<file path="src/rtl/core_arb_pkg.sv">
// rtl/core_arb_pkg.sv - shared limits, index type, arbiter state and selection helpers
package core_arb_pkg;

  localparam int MAX_MASTERS           = 4;
  localparam int MAX_OUTSTANDING_LIMIT = 4;

  typedef logic [1:0] master_idx_t;

  typedef enum logic {
    ARB_OPEN,
    ARB_LOCKED
  } arb_state_t;

  // First asserted request strictly after 'last', wrapping at n requesters
  function automatic master_idx_t rr_select(input logic [MAX_MASTERS-1:0] req,
                                            input master_idx_t            last,
                                            input logic [2:0]             n);
    master_idx_t sel;
    logic        found;
    logic [2:0]  idx;
    sel   = '0;
    found = 1'b0;
    for (int i = 1; i <= MAX_MASTERS; i++) begin
      idx = {1'b0, last} + 3'(i);
      if (idx >= n) idx = idx - n;
      if (!found && (3'(i) <= n) && req[idx[1:0]]) begin
        sel   = idx[1:0];
        found = 1'b1;
      end
    end
    return sel;
  endfunction

  function automatic master_idx_t fixed_select(input logic [MAX_MASTERS-1:0] req);
    master_idx_t sel;
    sel = '0;
    for (int i = MAX_MASTERS - 1; i >= 0; i--) begin
      if (req[i]) sel = 2'(i);
    end
    return sel;
  endfunction

endpackage

</file>
<file path="src/rtl/core_arb_id_fifo.sv">
// rtl/core_arb_id_fifo.sv - in-order FIFO of requester indices for in-flight transactions
module core_arb_id_fifo
  import core_arb_pkg::*;
#(
  parameter int DEPTH = 2
) (
  input  logic        clk,
  input  logic        rst,
  input  logic        push,
  input  master_idx_t push_idx,
  input  logic        pop,
  output master_idx_t head,
  output logic        full,
  output logic        empty,
  output logic [2:0]  count
);

  master_idx_t mem [MAX_OUTSTANDING_LIMIT];
  logic [1:0]  wr_ptr;
  logic [1:0]  rd_ptr;
  logic        do_push;
  logic        do_pop;

  function automatic logic [1:0] next_ptr(input logic [1:0] p);
    return (p == 2'(DEPTH - 1)) ? 2'd0 : p + 2'd1;
  endfunction

  assign full    = (count == 3'(DEPTH));
  assign empty   = (count == 3'd0);
  assign head    = mem[rd_ptr];
  assign do_push = push && !full;
  assign do_pop  = pop && !empty;

  always_ff @(posedge clk or posedge rst) begin
    if (rst) begin
      wr_ptr <= 2'd0;
      rd_ptr <= 2'd0;
      count  <= 3'd0;
    end else begin
      if (do_push) wr_ptr <= next_ptr(wr_ptr);
      if (do_pop)  rd_ptr <= next_ptr(rd_ptr);
      if (do_push && !do_pop)      count <= count + 3'd1;
      else if (!do_push && do_pop) count <= count - 3'd1;
    end
  end

  // Storage needs no reset: entries are only read once counted in
  always_ff @(posedge clk) begin
    if (do_push) mem[wr_ptr] <= push_idx;
  end

endmodule

</file>
<file path="src/rtl/core_port_arbiter.sv">
// rtl/core_port_arbiter.sv - shares one req/gnt/rvalid port among requesters; CORE_ARB_RR_EN selects round-robin over fixed priority
module core_port_arbiter
  import core_arb_pkg::*;
#(
  parameter int N_MASTERS       = 2,
  parameter int ADDR_WIDTH      = 32,
  parameter int MAX_OUTSTANDING = 2
) (
  input  logic                         clk_i,
  input  logic                         rst_i,
  input  logic [N_MASTERS-1:0]         m_req_i,
  output logic [N_MASTERS-1:0]         m_gnt_o,
  output logic [N_MASTERS-1:0]         m_rvalid_o,
  input  logic [N_MASTERS*ADDR_WIDTH-1:0] m_addr_i,
  input  logic [N_MASTERS-1:0]         m_we_i,
  input  logic [N_MASTERS*4-1:0]       m_be_i,
  input  logic [N_MASTERS*32-1:0]      m_wdata_i,
  output logic [N_MASTERS*32-1:0]      m_rdata_o,
  output logic                         s_req_o,
  input  logic                         s_gnt_i,
  input  logic                         s_rvalid_i,
  output logic [ADDR_WIDTH-1:0]        s_addr_o,
  output logic                         s_we_o,
  output logic [3:0]                   s_be_o,
  output logic [31:0]                  s_wdata_o,
  input  logic [31:0]                  s_rdata_i,
  output logic                         err_o
);

  logic [MAX_MASTERS-1:0] req_ext;
  logic                   any_req;
  master_idx_t            arb_sel;
  master_idx_t            sel;
  logic                   handshake;
  logic                   rsp_valid;

  arb_state_t             state_q, state_d;
  master_idx_t            lock_idx_q, lock_idx_d;

  master_idx_t            fifo_head;
  logic                   fifo_full;
  logic                   fifo_empty;
  logic [2:0]             fifo_count;

  assign req_ext = MAX_MASTERS'(m_req_i);
  assign any_req = |m_req_i;

`ifdef CORE_ARB_RR_EN
  master_idx_t last_grant;

  assign arb_sel = rr_select(req_ext, last_grant, 3'(N_MASTERS));

  // Reset to the last index so requester 0 wins the first round
  always_ff @(posedge clk_i or posedge rst_i) begin
    if (rst_i)          last_grant <= 2'(N_MASTERS - 1);
    else if (handshake) last_grant <= sel;
  end
`else
  assign arb_sel = fixed_select(req_ext);
`endif

  // A stalled request keeps its selection so address/control stay stable until granted
  assign sel = (state_q == ARB_LOCKED) ? lock_idx_q : arb_sel;

  // Full blocks new requests even on a same-cycle pop, keeping rvalid off the req path
  assign s_req_o   = any_req && !fifo_full;
  assign handshake = s_req_o && s_gnt_i;
  assign rsp_valid = s_rvalid_i && !fifo_empty;

  always_ff @(posedge clk_i or posedge rst_i) begin
    if (rst_i) begin
      state_q    <= ARB_OPEN;
      lock_idx_q <= '0;
    end else begin
      state_q    <= state_d;
      lock_idx_q <= lock_idx_d;
    end
  end

  always_comb begin
    state_d    = state_q;
    lock_idx_d = lock_idx_q;
    case (state_q)
      ARB_OPEN: begin
        if (s_req_o && !s_gnt_i) begin
          state_d    = ARB_LOCKED;
          lock_idx_d = sel;
        end
      end
      ARB_LOCKED: begin
        if (handshake) state_d = ARB_OPEN;
      end
    endcase
  end

  always_comb begin
    s_addr_o   = '0;
    s_we_o     = 1'b0;
    s_be_o     = 4'h0;
    s_wdata_o  = 32'h0;
    m_gnt_o    = '0;
    m_rvalid_o = '0;
    m_rdata_o  = '0;
    for (int i = 0; i < N_MASTERS; i++) begin
      if (any_req && (sel == 2'(i))) begin
        s_addr_o   = m_addr_i[i*ADDR_WIDTH +: ADDR_WIDTH];
        s_we_o     = m_we_i[i];
        s_be_o     = m_be_i[i*4 +: 4];
        s_wdata_o  = m_wdata_i[i*32 +: 32];
        m_gnt_o[i] = handshake;
      end
      if (rsp_valid && (fifo_head == 2'(i))) begin
        m_rvalid_o[i]         = 1'b1;
        m_rdata_o[i*32 +: 32] = s_rdata_i;
      end
    end
  end

  core_arb_id_fifo #(
    .DEPTH (MAX_OUTSTANDING)
  ) u_id_fifo (
    .clk      (clk_i),
    .rst      (rst_i),
    .push     (handshake),
    .push_idx (sel),
    .pop      (rsp_valid),
    .head     (fifo_head),
    .full     (fifo_full),
    .empty    (fifo_empty),
    .count    (fifo_count)
  );

  // Stray responses are dropped and flagged until reset
  always_ff @(posedge clk_i or posedge rst_i) begin
    if (rst_i)                          err_o <= 1'b0;
    else if (s_rvalid_i && fifo_empty)  err_o <= 1'b1;
  end

  a_count_bound: assert property (@(posedge clk_i) disable iff (rst_i)
    fifo_count <= 3'(MAX_OUTSTANDING));

endmodule

</file>
<file path="config.mk">
export PLATFORM = sky130hd
export DESIGN_NAME = core_port_arbiter
export DESIGN_NICKNAME = d
export VERILOG_FILES = /design/src/rtl/core_arb_pkg.sv /design/src/rtl/core_arb_id_fifo.sv /design/src/rtl/core_port_arbiter.sv
export SDC_FILE = /design/constraint.sdc
export NUM_CORES = 1
export LEC_CHECK = 0
export BUFFER_PORTS_ARGS = -buffer_cell sky130_fd_sc_hd__buf_2
export CAP_MARGIN = 15
export CORE_AREA = 2 2 122 124
export CTS_CLUSTER_DIAMETER = 60
export DETAILED_ROUTE_END_ITERATION = 8
export DIE_AREA = 0 0 124 126
export GPL_TIMING_DRIVEN = 0
export SLEW_MARGIN = 20
export SYNTH_ARGS = -nofsm -noshare
export SYNTH_HDL_FRONTEND = slang
export SYNTH_SLANG_ARGS = --single-unit
</file>
<file path="constraint.sdc">
create_clock -name clk_i -period 2.6 [get_ports clk_i]
set_clock_uncertainty 0.1 [all_clocks]
set_input_delay 0.52 -clock clk_i [delete_from_list [all_inputs] [get_ports clk_i]]
set_output_delay 0.52 -clock clk_i [all_outputs]
set_load 0.01 [all_outputs]
</file>
==> summary.txt <==
Run status
  • Status: complete, no violations

Worst setup path
  • Critical Path Start Type: register
  • Largest fanout of any net on the critical path: 10
  • Peak per-stage delay on the critical path: 0.59 ns
  • Beginning of the worst register-to-register path: u_id_fifo.count[0]
  • Data required time at the worst endpoint: 1.98 ns
  • Critical path data arrival time: 1.96 ns
  • Register-to-Register Path Depth: 7
  • Start-to-end type of the worst setup path: register to primary output
  • Setup crit end kind: primary output
  • Slack of the worst reg-to-reg path: 0.16 ns
  • Sequence of cells on the critical path: mux4_2, nor2_4, buf_6, and3_1, buf_2
  • RR Endpoint: u_id_fifo.count[1]
  • Cell with the largest stage delay on the worst path: mux4_2

Synthesis
  • Post-synthesis instance total: 230
  • Most common cell in the netlist: a22o_1
  • Top_reg_cell synth: dfrtp_1
  • Share of the synthesized netlist area taken by xor and xnor gates: 0.0211
  • Cell taking the most area after synthesis: a22o_1
  • Synth Register Bits: 19
  • Multiplexer area fraction after synthesis: 0.0320
  • Async set or reset register ratio after synthesis: 0.579
  • Number of flops mapped to enable cells by yosys: 8
  • Synthesized area per cell: 9.01 um^2
  • Dominant combinational cell family by area after synthesis: compound AO/OA/AOI/OAI gates
  • Mapped Nets: 408
  • Total of warnings raised by yosys: 0
  • Top post-synthesis cells by count: 69 x a22o_1, 62 x and3_1, 12 x clkbuf_1, 11 x dfrtp_1, 10 x buf_2
  • Proportion of netlist area held by the largest area contributor: 0.291
  • Synthesized-area fraction occupied by ao, oa, aoi and oai cells: 0.319
  • Count of cell types in the netlist: 36
  • Portion of the post-synthesis area used by sequential elements: 0.249
  • Synthesized-area fraction occupied by adder cells: 0.0157
  • Leading post-synthesis cells by cell area: a22o_1 29%, and3_1 19%, dfrtp_1 13%, edfxtp_1 12%, buf_6 3.3%
  • Combined area of all synthesized cells: 2070 um^2
  • Basic-gate share of the synthesized area counting and, or, nand and nor cells: 0.276

Drt
  • Final WL: 12.8 mm
  • 1st-pass router iterations: 4
  • Post-route ant nets: 0
  • Routed met1 length: 3.99 mm
  • Via-to-Cell Ratio: 4.34
  • Met2 WL post-DR: 7.12 mm
  • Starting DRT DRC Count: 62
  • Met3 routed wirelength: 1.25 mm
  • Highest metal layer with signal wires: met5
  • Number of remaining DRC errors: 0
  • Total number of vias: 3201
  • Per-cell routed wire length: 17.3 um

Die
  • Vertical die dimension: 126 um
  • Placement Rows: 44
  • Die Outline Area: 15600 um^2
  • Die Wd: 124 um
  • Initial cell density of the core: 0.145
  • Top Ports: 315
  • Area of the core region: 14300 um^2

Final layout
  • Filler cell count: 1576
  • Area used by sequential logic in the layout: 515 um^2
  • Total area of multi-input combinational cells: 1430 um^2
  • Layout Area Growth over Synthesis: 99.8%
  • Finished Core Util: 0.289
  • Share of layout cells above drive strength 1: 0.659
  • Post-layout instance area: 4140 um^2
  • Layout Nets: 731

Placed design
  • GPL Wtd Cong: 0.883
  • Hpwl dp: 11.3 mm
  • DP Worst Slack: -0.136 ns
  • Total cell area at the placement stage: 3870 um^2
  • Count of port buffers added during placement: 314

Clock network
  • Number of buffers on the longest clock path: 2
  • Total CTS buffers: 3
  • Insertion delay to the later sink of the worst-skew pair: 0.25 ns
  • Clock tree root buffer cell: clkbuf_16
  • CTS Hold Bufs: 0
  • Number of sinks driven by the clock tree: 19
  • H-tree depth: 1
  • Clock transition at path regs: 0.05 ns
  • Clock tree from TritonCTS: done

STA
  • Final hold violations: 0
  • Max_slew headroom: 0.675
  • Measured slew at the worst slew-check pin: 0.481 ns
  • Setup repair after global routing missed its margin: yes
  • Min cycle time layout: 2.58 ns
  • Maximum operating frequency: 387 MHz
  • Portion of the clock cycle consumed by the worst path in the final layout: 0.993
  • Setup TNS: 0 ns
  • Fin worst setup slack: 0.0178 ns
  • Max Slew Vio Count: 0
  • Total of endpoints with negative setup slack in the final report: 0
  • WHS: 0.161 ns

GRT
  • Wire length of the first global-routing pass: 17.1 mm
  • Antenna violations before repair: 4
  • Via count of the first global-routing pass: 3043
  • Overflow after GRT: 0
  • GRT Util Overall: 0.147
  • Pin count of the biggest net entering global routing: 12

Job
  • Max-cap violations: 0

Power and ir drop
  • Leakage power total: 2.53 nW
  • Worst vdd ir: 259 uV
  • Total power per unit cell area: 798 nW/um^2

Worst hold path
  • Type of the tightest min-delay check: input port to async pin
[through the flow]
stage	instances	total power [W]
after detailed placement	728	0.00284
after global routing	738	0.00355
after CTS	734	0.00321
final	738	0.00331
after global placement	728	0.00284
after floorplan	230	0.00186
[logic make-up after synthesis]
logic type / Yosys count
DFF: 19
and+or+nand+nor: 90
xor gates and xnor gates: 5
adders and majority gates: 2
AOI/OAI and AO/OA: 77
buffers and inverters: 33
muxes: 4
[repair_timing]
item                                    in CTS  in global routing
resized for setup                           10                 34
pin swaps                                    0                  7
cloned                                       0                  1
buffers inserted                             2                  1
endpoints found under the setup margin      99                113
[layer usage]
layer,GRT usage,up-vias
met3,0.0367,21
met1,0.130,1423
met5,0,-
li1,-,1547
met2,0.306,208
met4,0.0535,2
[layout make-up]
class	instances	area share
Tap cell	184	0.0556
Antenna cell	2	0.00121
Inverter	5	0.00453
Timing Repair Buffer	318	0.402
Clock buffer	4	0.0190
Buffer	28	0.0474
Sequential cell	19	0.124
Multi-Input combinational cell	178	0.346
[sequential cells by signal, indices dropped and copies added (netlist names), named ones only]
name              count
u_id_fifo.count       3
u_id_fifo.rd_ptr      2
u_id_fifo.wr_ptr      2
u_id_fifo.mem         8
lock_idx_q            2
err_o                 1
[placed cells by master (no fill, tap or decap), types with 2 or more instances in the layout]
cell,count
buf_2,308
a22o_1,69
and3_1,56
buf_6,14
dfrtp_1,11
clkbuf_1,8
edfxtp_1,8
buf_4,7
and3_4,6
inv_1,5
clkbuf_2,5
and2_1,5
nor3_1,3
clkbuf_4,3
and3_2,3
xor2_1,3
clkbuf_16,3
diode_2,2
or2_2,2
a21boi_0,2
nor2_1,2
xnor2_1,2
mux4_2,2
nor2_4,2
o21a_1,2
nor3b_1,2
[power by group]
group / internal, W / switching (W) / total [W]
registers: 0.000397 / 0.0000630 / 0.000460
clock network: 0.000208 / 0.000102 / 0.000311
logic: 0.00119 / 0.00134 / 0.00253
total: 0.00180 / 0.00151 / 0.00331
[critical path: cells and delay by family (launching register included)]
family        cells  cell delay (ns)
buf+inv           2             0.31
flops             1             0.40
mux               1             0.59
simple gates      2             0.41
[worst max-delay path by stage]
stage	from	to	slack, ns	cells after the start
after floorplan	u_id_fifo.count[0]	u_id_fifo.count[1]	0.28	7
after global placement	s_rvalid_i	u_id_fifo.count[1]	-0.16	8
after detailed placement	s_rvalid_i	u_id_fifo.count[1]	-0.14	8
after CTS	u_id_fifo.rd_ptr[0]	m_rdata_o[58]	0.003	5
after global routing	u_id_fifo.rd_ptr[0]	m_rdata_o[51]	-0.08	5
final	u_id_fifo.rd_ptr[0]	m_rdata_o[21]	0.02	5
Note: power is estimated with default switching activity, not from simulation.
